## config.mk

```make
export PLATFORM = sky130hd
export DESIGN_NAME = ram_bus_bridge
export DESIGN_NICKNAME = d
export VERILOG_FILES = /design/src/rtl/ram_bus_pkg.sv /design/src/rtl/ram_strobe_decode.sv /design/src/rtl/ram_bus_bridge.sv
export SDC_FILE = /design/constraint.sdc
export NUM_CORES = 1
export LEC_CHECK = 0
export ABC_AREA = 1
export BUFFER_PORTS_ARGS = -buffer_cell sky130_fd_sc_hd__buf_2
export CAP_MARGIN = 20
export CORE_MARGIN = 3
export CORE_UTILIZATION = 40
export CTS_BUF_LIST = sky130_fd_sc_hd__clkbuf_8
export CTS_CLUSTER_DIAMETER = 50
export DETAILED_ROUTE_END_ITERATION = 10
export PLACE_DENSITY_LB_ADDON = 0.3
export SYNTH_ARGS = -nofsm -noshare
export SYNTH_HDL_FRONTEND = slang
export SYNTH_SLANG_ARGS = --single-unit
```

## constraint.sdc

```tcl
create_clock -name clk -period 3.35 [get_ports clk]
set_input_delay 0.67 -clock clk [delete_from_list [all_inputs] [get_ports clk]]
set_output_delay 0.67 -clock clk [all_outputs]
set_load 0.01 [all_outputs]
```

## src/rtl/ram_bus_pkg.sv

```systemverilog
// Shared types and constants for the core data-RAM to split-handshake bus bridge.
package ram_bus_pkg;

    localparam int ADDR_BUS    = 32;
    localparam int DATA_BUS    = 32;
    localparam int MEM_SEL_BUS = 4;

    localparam logic [1:0] SIZE_BYTE = 2'd0;
    localparam logic [1:0] SIZE_HALF = 2'd1;
    localparam logic [1:0] SIZE_WORD = 2'd2;

    localparam logic [DATA_BUS-1:0] ERR_DATA_DEFAULT = 32'hDEADBEEF;

    typedef enum logic [1:0] {
        ST_IDLE = 2'd0,
        ST_REQ  = 2'd1,
        ST_WAIT = 2'd2,
        ST_DONE = 2'd3
    } state_e;

endpackage

```

## src/rtl/ram_strobe_decode.sv

```systemverilog
// Maps a store byte-strobe onto a bus transfer size and the low two address bits.
module ram_strobe_decode
    import ram_bus_pkg::*;
(
    input  logic [MEM_SEL_BUS-1:0] wstrb_i,
    output logic [1:0]             size_o,
    output logic [1:0]             addr_lo_o
);

    always_comb begin
        size_o    = SIZE_WORD;
        addr_lo_o = 2'b00;
        // Reads (strobe 0) and irregular strobes fall through as aligned words.
        case (wstrb_i)
            4'b0011: begin size_o = SIZE_HALF; addr_lo_o = 2'b00; end
            4'b1100: begin size_o = SIZE_HALF; addr_lo_o = 2'b10; end
            4'b0001: begin size_o = SIZE_BYTE; addr_lo_o = 2'b00; end
            4'b0010: begin size_o = SIZE_BYTE; addr_lo_o = 2'b01; end
            4'b0100: begin size_o = SIZE_BYTE; addr_lo_o = 2'b10; end
            4'b1000: begin size_o = SIZE_BYTE; addr_lo_o = 2'b11; end
            default: ;
        endcase
    end

endmodule

```

## src/rtl/ram_bus_bridge.sv

```systemverilog
// Turns the core's single-cycle data-RAM port into a split addr/data handshake bus,
// stalling the core until the access completes or a timeout forces completion.
//
// state | meaning
// IDLE  | no access outstanding; a new ram_en request is presented combinationally
// REQ   | request presented, waiting for bus_addr_ok
// WAIT  | request accepted, waiting for bus_data_ok
// DONE  | one-cycle completion; the only cycle the core advances past the access
module ram_bus_bridge
    import ram_bus_pkg::*;
#(
    parameter int unsigned          TIMEOUT  = 255,
    parameter logic [DATA_BUS-1:0]  ERR_DATA = ERR_DATA_DEFAULT
) (
    input  logic                   clk,
    input  logic                   rst,
    input  logic                   ram_en,
    input  logic [MEM_SEL_BUS-1:0] ram_write_en,
    input  logic [ADDR_BUS-1:0]    ram_addr,
    input  logic [DATA_BUS-1:0]    ram_write_data,
    output logic [DATA_BUS-1:0]    ram_read_data,
    output logic                   stall,
    output logic                   bus_req,
    output logic                   bus_wr,
    output logic [1:0]             bus_size,
    output logic [MEM_SEL_BUS-1:0] bus_wstrb,
    output logic [ADDR_BUS-1:0]    bus_addr,
    output logic [DATA_BUS-1:0]    bus_wdata,
    input  logic                   bus_addr_ok,
    input  logic                   bus_data_ok,
    input  logic [DATA_BUS-1:0]    bus_rdata,
    output logic                   bus_error
);

    localparam logic [15:0] CNT_LAST = 16'(TIMEOUT - 1);

    state_e              state_q, state_d;
    logic [15:0]         cnt_q, cnt_d;
    logic [DATA_BUS-1:0] rdata_q, rdata_d;
    logic                err_q, err_d;
    logic [1:0]          addr_lo;
    logic                is_read;
    logic                timeout;
    logic                unused_addr_lo;

    ram_strobe_decode u_decode (
        .wstrb_i   (ram_write_en),
        .size_o    (bus_size),
        .addr_lo_o (addr_lo)
    );

    // Core holds its request fields stable while stalled, so the bus fields pass straight through.
    assign bus_wr         = |ram_write_en;
    assign bus_wstrb      = ram_write_en;
    assign bus_wdata      = ram_write_data;
    assign bus_addr       = {ram_addr[ADDR_BUS-1:2], addr_lo};
    assign unused_addr_lo = ^ram_addr[1:0];

    assign is_read       = (ram_write_en == '0);
    assign timeout       = (cnt_q == CNT_LAST);
    assign stall         = ram_en && (state_q != ST_DONE);
    assign ram_read_data = rdata_q;
    assign bus_error     = err_q;

    always_comb begin
        state_d = state_q;
        cnt_d   = cnt_q;
        rdata_d = rdata_q;
        err_d   = 1'b0;
        bus_req = 1'b0;
        case (state_q)
            ST_IDLE: begin
                cnt_d = '0;
                if (ram_en) begin
                    bus_req = 1'b1;
                    if (bus_addr_ok && bus_data_ok) begin
                        state_d = ST_DONE;
                        if (is_read) rdata_d = bus_rdata;
                    end else if (bus_addr_ok) begin
                        state_d = ST_WAIT;
                    end else begin
                        state_d = ST_REQ;
                    end
                end
            end
            ST_REQ: begin
                bus_req = 1'b1;
                cnt_d   = cnt_q + 16'd1;
                if (bus_addr_ok && bus_data_ok) begin
                    state_d = ST_DONE;
                    if (is_read) rdata_d = bus_rdata;
                end else if (timeout) begin
                    state_d = ST_DONE;
                    err_d   = 1'b1;
                    if (is_read) rdata_d = ERR_DATA;
                end else if (bus_addr_ok) begin
                    state_d = ST_WAIT;
                end
            end
            ST_WAIT: begin
                cnt_d = cnt_q + 16'd1;
                if (bus_data_ok) begin
                    state_d = ST_DONE;
                    if (is_read) rdata_d = bus_rdata;
                end else if (timeout) begin
                    state_d = ST_DONE;
                    err_d   = 1'b1;
                    if (is_read) rdata_d = ERR_DATA;
                end
            end
            ST_DONE: begin
                state_d = ST_IDLE;
                cnt_d   = '0;
            end
            default: state_d = ST_IDLE;
        endcase
    end

    always_ff @(posedge clk or posedge rst) begin
        if (rst) begin
            state_q <= ST_IDLE;
            cnt_q   <= '0;
            rdata_q <= '0;
            err_q   <= 1'b0;
        end else begin
            state_q <= state_d;
            cnt_q   <= cnt_d;
            rdata_q <= rdata_d;
            err_q   <= err_d;
        end
    end

endmodule
```

Yosys cells after proc, flatten, opt, wreduce, memory -nomap -nowiden
Index checks and enable logic that the tools add are counted.
- flip-flop bits (word level): 51
- bits of input ports: 105
- output and inout port bits: 106
- word-level logic and storage cells: 59
- reductions and logical operators: 13
- multiplexer cells: 26
- eq/ne operators: 15
- $add $sub $neg: 1
- operator list (kind ; number):
    32-bit 2-to-1 mux ; 7
    32-bit case mux with 3 select lines ; 1
    16-bit case mux with 2 select lines ; 1
    16-bit by 1-bit adder with 16-bit output (second input constant) ; 1
    16-bit by 8-bit == test with 1-bit output (second input constant) ; 1
    2-bit 2-to-1 mux ; 8
    4-bit by 2-bit == test with 1-bit output (second input constant) ; 2
    4-bit == test (second input constant) ; 2
    2-bit case mux with 4 select lines ; 1
    2-bit OR reduction ; 4
    4-bit OR reduction ; 2
    2-bit != test (second input constant) ; 3
    2-bit case mux with 3 select lines ; 1
    3-bit AND reduction ; 2
    2-bit == test (second input constant) ; 2
    4-bit by 1-bit == test with 1-bit output (second input constant) ; 1
    4-bit by 3-bit == test with 1-bit output (second input constant) ; 1
    4-bit logical NOT ; 1
    1-bit 2-to-1 mux ; 4
    4-bit != test (second input constant) ; 1
    1-bit case mux with 2 select lines ; 2
    2-bit case mux with 2 select lines ; 1
    3-bit != test (second input constant) ; 1
    3-bit nonzero test ; 1
    other kinds (3) ; 4

Depth between registers and ports, before layout
- depth after elaboration: 5
- gate-level depth with buffers: 11
- mapped depth without buffers: 11

By module
Synthesis repeated with hierarchy kept, for this count alone.
- cell total of the unflattened synthesis: 465
- area, all modules: 3490.8 um^2
- by module, submodules not included (module ; seq. area each (um^2) ; cells an instance ; area an instance (um^2) ; times used):
    ram_bus_bridge ; 1276.2 ; 441 ; 3398.3 ; 1
    ram_strobe_decode ; 0.0 ; 24 ; 92.6 ; 1

Worst setup path before layout
No wires, ideal clock.
- kind: input -> output
- from: input port ram_write_en[1]
- to: output port bus_size[1]
- path buffers: 1
- stages: 4
- required time: 2.680 ns
- setup slack: 1.509 ns
- arrival time: 1.171 ns
- cells stage by stage: nor2_4 -> nand2_2 -> buf_2 -> nand2_1
- longest elaborated chain between the ends: 3
- elaborated cells on any way between the ends: 9
- those cells by class: 6 x eq/ne; 1 x mux; 2 x reduce/logical
- ends and longest elaborated chain (element ; line ; text):
    start, declared ; ram_bus_bridge.sv:18 ; input logic [MEM_SEL_BUS-1:0] ram_write_en,
    4-bit by 1-bit == test with 1-bit output, or another cell as far along ; ram_strobe_decode.sv:14 ; case (wstrb_i)
    4-bit OR reduction (no line) / 2-bit OR reduction (equally long branches) ; n/a ;
    2-bit case mux with 2 select lines * ; ram_strobe_decode.sv:14 ;
    end, declared ; ram_bus_bridge.sv:25 ; output logic [1:0] bus_size,
Every way passes the cells marked *; elsewhere a longest branch is shown, timed or not.

Worst setup path in the final report
- from: register state_q[0]
- to: register rdata_q[25], in the netlist ram_read_data[25]
- longest elaborated chain between the ends: 3
- elaborated cells on any way between the ends: 8
- those cells by class: 4 x eq/ne; 1 x mux; 3 x reduce/logical
- ends and longest elaborated chain (element ; line ; text):
    start, declared ; ram_bus_bridge.sv:37 ; state_e state_q, state_d;
    start signal, assigned ; ram_bus_bridge.sv:126 ; state_q <= state_d;
    2-bit == test, or another cell as far along ; ram_bus_bridge.sv:71 ; case (state_q)
    3-bit nonzero test (no line) / 2-bit != test (equally long branches) ; n/a ;
    3-bit AND reduction (no line) ; n/a ;
    end signal, assigned ; ram_bus_bridge.sv:128 ; rdata_q <= rdata_d;
    end, declared ; ram_bus_bridge.sv:39 ; logic [DATA_BUS-1:0] rdata_q, rdata_d;
Several ways; a longest one is shown, not always the timed one.
A chain may end at the register's enable or synchronous reset.

==> results.sh <==
export IMPL_drive_gt1_share_pct=28.1
export IMPL_r2r_end="ram_read_data[25]$_DFFE_PP0P_"
export IMPL_rsz0062_at_grt="false"
export IMPL_coreArea_mm2=0.00826
export IMPL_run_status="complete, no violations"
export IMPL_max_freq_ghz=0.415
export IMPL_crit_fanout=34
export IMPL_swShare_pct=44.4
export IMPL_cts_buffers=5
export IMPL_grt_pass1_wl_um=12300
export IMPL_synth_xor_area_share_pct=0.257
export IMPL_clkPwrFrac_pct=16.4
export IMPL_maxCapViolCount=0
export IMPL_synth_seq_area_share_pct=37.5
export IMPL_p_sw_mw=1.20
export IMPL_synth_commonest_cells="nand2_1 (189), buf_4 (67), dfrtp_1 (51)"
export IMPL_synth_top_area_cell="dfrtp_1"
export IMPL_r2r_start="state_q[0]$_DFFE_PP0P_"
export IMPL_place_hpwl_um=5260
export IMPL_wl_per_cell_um=12.7
export IMPL_synth_seq_cells=51
export IMPL_syn_inst=453
export IMPL_firstDrtPassIters=4
export IMPL_netlist_area_mm2=0.00340
export IMPL_final_setup_skew_ns=0.00922
export IMPL_ys_flop_type="dfrtp_1"
export IMPL_start_util_pct=41.2
export IMPL_ir_drop_v=0.000714
export IMPL_numPortBuffers=84
export IMPL_grt_max_degree=39
export IMPL_worstSetupEndpointType="flop"
export IMPL_setup_viol=0
export IMPL_synth_mux_area_share_pct=0
export IMPL_clockRootBuffer="clkbuf_8"
export IMPL_num_vias=2753
export IMPL_p_seq_share_pct=35.0
export IMPL_hp_class="reg -> reg"
export IMPL_p_leak_nw=2.04
export IMPL_synth_top_area_share_pct=37.5
export IMPL_rrSetupSlack_ns=0.94
export IMPL_syn2layout_area_growth_pct=2.28
export IMPL_antenna_found_initial=0
export IMPL_hold_path_depth=2
export IMPL_synth_fa_ha_area_share_pct=2.21
export IMPL_routed_wl_um=7290
export IMPL_fin_setup_tns_ns=0
export IMPL_synth_most_common_cell="nand2_1"
export IMPL_track_usage_pct=15.2
export IMPL_timing_hold_ws_ns=0.481
export IMPL_synth_nets=564
export IMPL_ys_types=29
export IMPL_post_route_drc_count=0
export IMPL_numPlacedInstances=567
export IMPL_cts_tree="done"
export IMPL_row_count=33
export IMPL_p_comb_share_pct=48.7
export IMPL_holdCritStartpoint="ram_read_data[11]$_DFFE_PP0P_"
export IMPL_regArea_mm2=0.00128
export IMPL_nFillCells=859
export IMPL_die_y_um=98.2
export IMPL_cts_buffer_depth=2
export IMPL_synthTopCellsByArea="dfrtp_1 (38%), nand2_1 (21%), buf_4 (15%)"
export IMPL_cts_sinks=51
export IMPL_cts_setup_buffers=0
export IMPL_drt_initial_drc_count=115
export IMPL_min_period_ns=2.41
export IMPL_gp_congestion=0.792
export IMPL_whs_endpoint="ram_read_data[11]$_DFFE_PP0P_"
export IMPL_power_density_mw_per_mm2=779
export IMPL_critPathLaunchType="flop"
export IMPL_crit_type="reg -> reg"
export IMPL_synth_simple_area_share_pct=34.2
export IMPL_avgSynthCellArea_um2=7.51
export IMPL_clk_latency_ns=0.30
export IMPL_place_ws_ns=0.891
export IMPL_crit_required_ns=3.55
export IMPL_viasPerCell=4.79
export IMPL_diodes=0
export IMPL_multiInputGateArea_mm2=0.00142
export IMPL_slew_headroom_pct=38.7
export IMPL_htree_levels=2
export IMPL_crit_arrival_ns=2.61
export IMPL_reg2reg_depth=7
export IMPL_nNetsFinal=580
export IMPL_io_pins=211
export IMPL_setup_ws_ns=0.938
export IMPL_die_width_um=98.2
export IMPL_grt_pass1_vias=2703
export IMPL_period_share_pct=72.0
export IMPL_grt_overflow=0
export IMPL_drv_slew=0
export IMPL_path_clk_slew_ns=0.09
export IMPL_synth_top_family_by_area="simple AND/OR/NAND/NOR gates"
export IMPL_dieArea_mm2=0.00965
export IMPL_stdcell_count=575
export IMPL_tightestPinTransition_ns=0.916
export IMPL_synth_compound_area_share_pct=5.07
export IMPL_postRouteAntennaNets=0
export IMPL_p_int_mw=1.51
export IMPL_hold_violations=0
export IMPL_async_reset_ff_share_pct=100
export IMPL_ctsHoldBuffers=0
export IMPL_cts_resized=0
export IMPL_synth_warnings=0
export IMPL_synth_edf_count=0
==> flip-flops by register name, summed over array words and instances (netlist names) <==
name	cells
cnt_q	16
state_q	2
ram_read_data	32
bus_error	1
==> power by group through the flow <==
stage,Combinational (mW),Clock (mW),Sequential [mW]
final,1.32,0.444,0.948
after global routing,1.50,0.478,0.980
after CTS,1.34,0.460,0.949
after detailed placement,1.34,0,0.959
after global placement,1.32,0,0.957
after floorplan,1.01,0,1.03
==> how the worst max path moves through the flow <==
stage	depth (start not counted)	endpoint	slack, ns	start
global route	7	ram_read_data[6]$_DFFE_PP0P_	0.70	state_q[0]$_DFFE_PP0P_
detailed placement	6	ram_read_data[25]$_DFFE_PP0P_	0.89	bus_addr_ok
CTS	7	ram_read_data[25]$_DFFE_PP0P_	0.92	state_q[0]$_DFFE_PP0P_
floorplan	1	bus_error$_DFF_PP0_	1.45	rst
global placement	6	ram_read_data[2]$_DFFE_PP0P_	0.89	bus_addr_ok
finish	7	ram_read_data[25]$_DFFE_PP0P_	0.94	state_q[0]$_DFFE_PP0P_
==> per-stage QoR <==
step | power (mW) | utilization [%] | instance area, um^2
after floorplan | 2.04 | - | 3400
after global placement | 2.27 | 40.7 | 3360
after detailed placement | 2.30 | 40.7 | 3360
after CTS | 2.75 | 42.2 | 3480
after global routing | 2.96 | 42.2 | 3480
final | 2.71 | 42.2 | 3480
==> critical path: stages (launching register included) <==
cell	delay [ns]
dfrtp_1	0.41
inv_1	0.08
ha_1	0.64
nand2_2	0.15
o21ai_4	0.35
nand3_4	0.42
nand2_1	0.17
nand2_1	0.06
==> logic make-up (layout without fill, tap and decap cells) <==
kind of cell,after synthesis,in the layout
simple gates,266,266
flops,51,51
compound gates,25,25
xor+xnor,1,1
buf+inv,104,121
fa+ha+maj,6,6
==> layout make-up <==
class,instances,share of cell area (%)
Multi-Input combinational cell,298,40.8
Inverter,27,2.91
Timing Repair Buffer,86,12.5
Clock buffer,6,2.37
Clock inverter,2,1.01
Sequential cell,51,36.7
Tap cell,105,3.77
==> layout by cell type, fill, tap and decap left out, drive strengths merged <==
master and instances:
nand2 205, buf 86, dfrtp 51, nor2 28, inv 27, nand3 25, a21oi 13, o21ai 9
ha 6, clkbuf 6, nor3 4, nand4 4, a31oi 1, a211oi 1, xor2 1, o21a 1
bufinv 1, clkinv 1
==> routing by layer <==
metal	up-vias	part of all wire (%)	track usage, %
met3	42	7.8	3.50
met1	1241	43	18.9
li1	1370	-	-
met2	100	44	23.9
met5	-	0	0
met4	0	5.2	9.35
(Power assumes the default switching activity.)
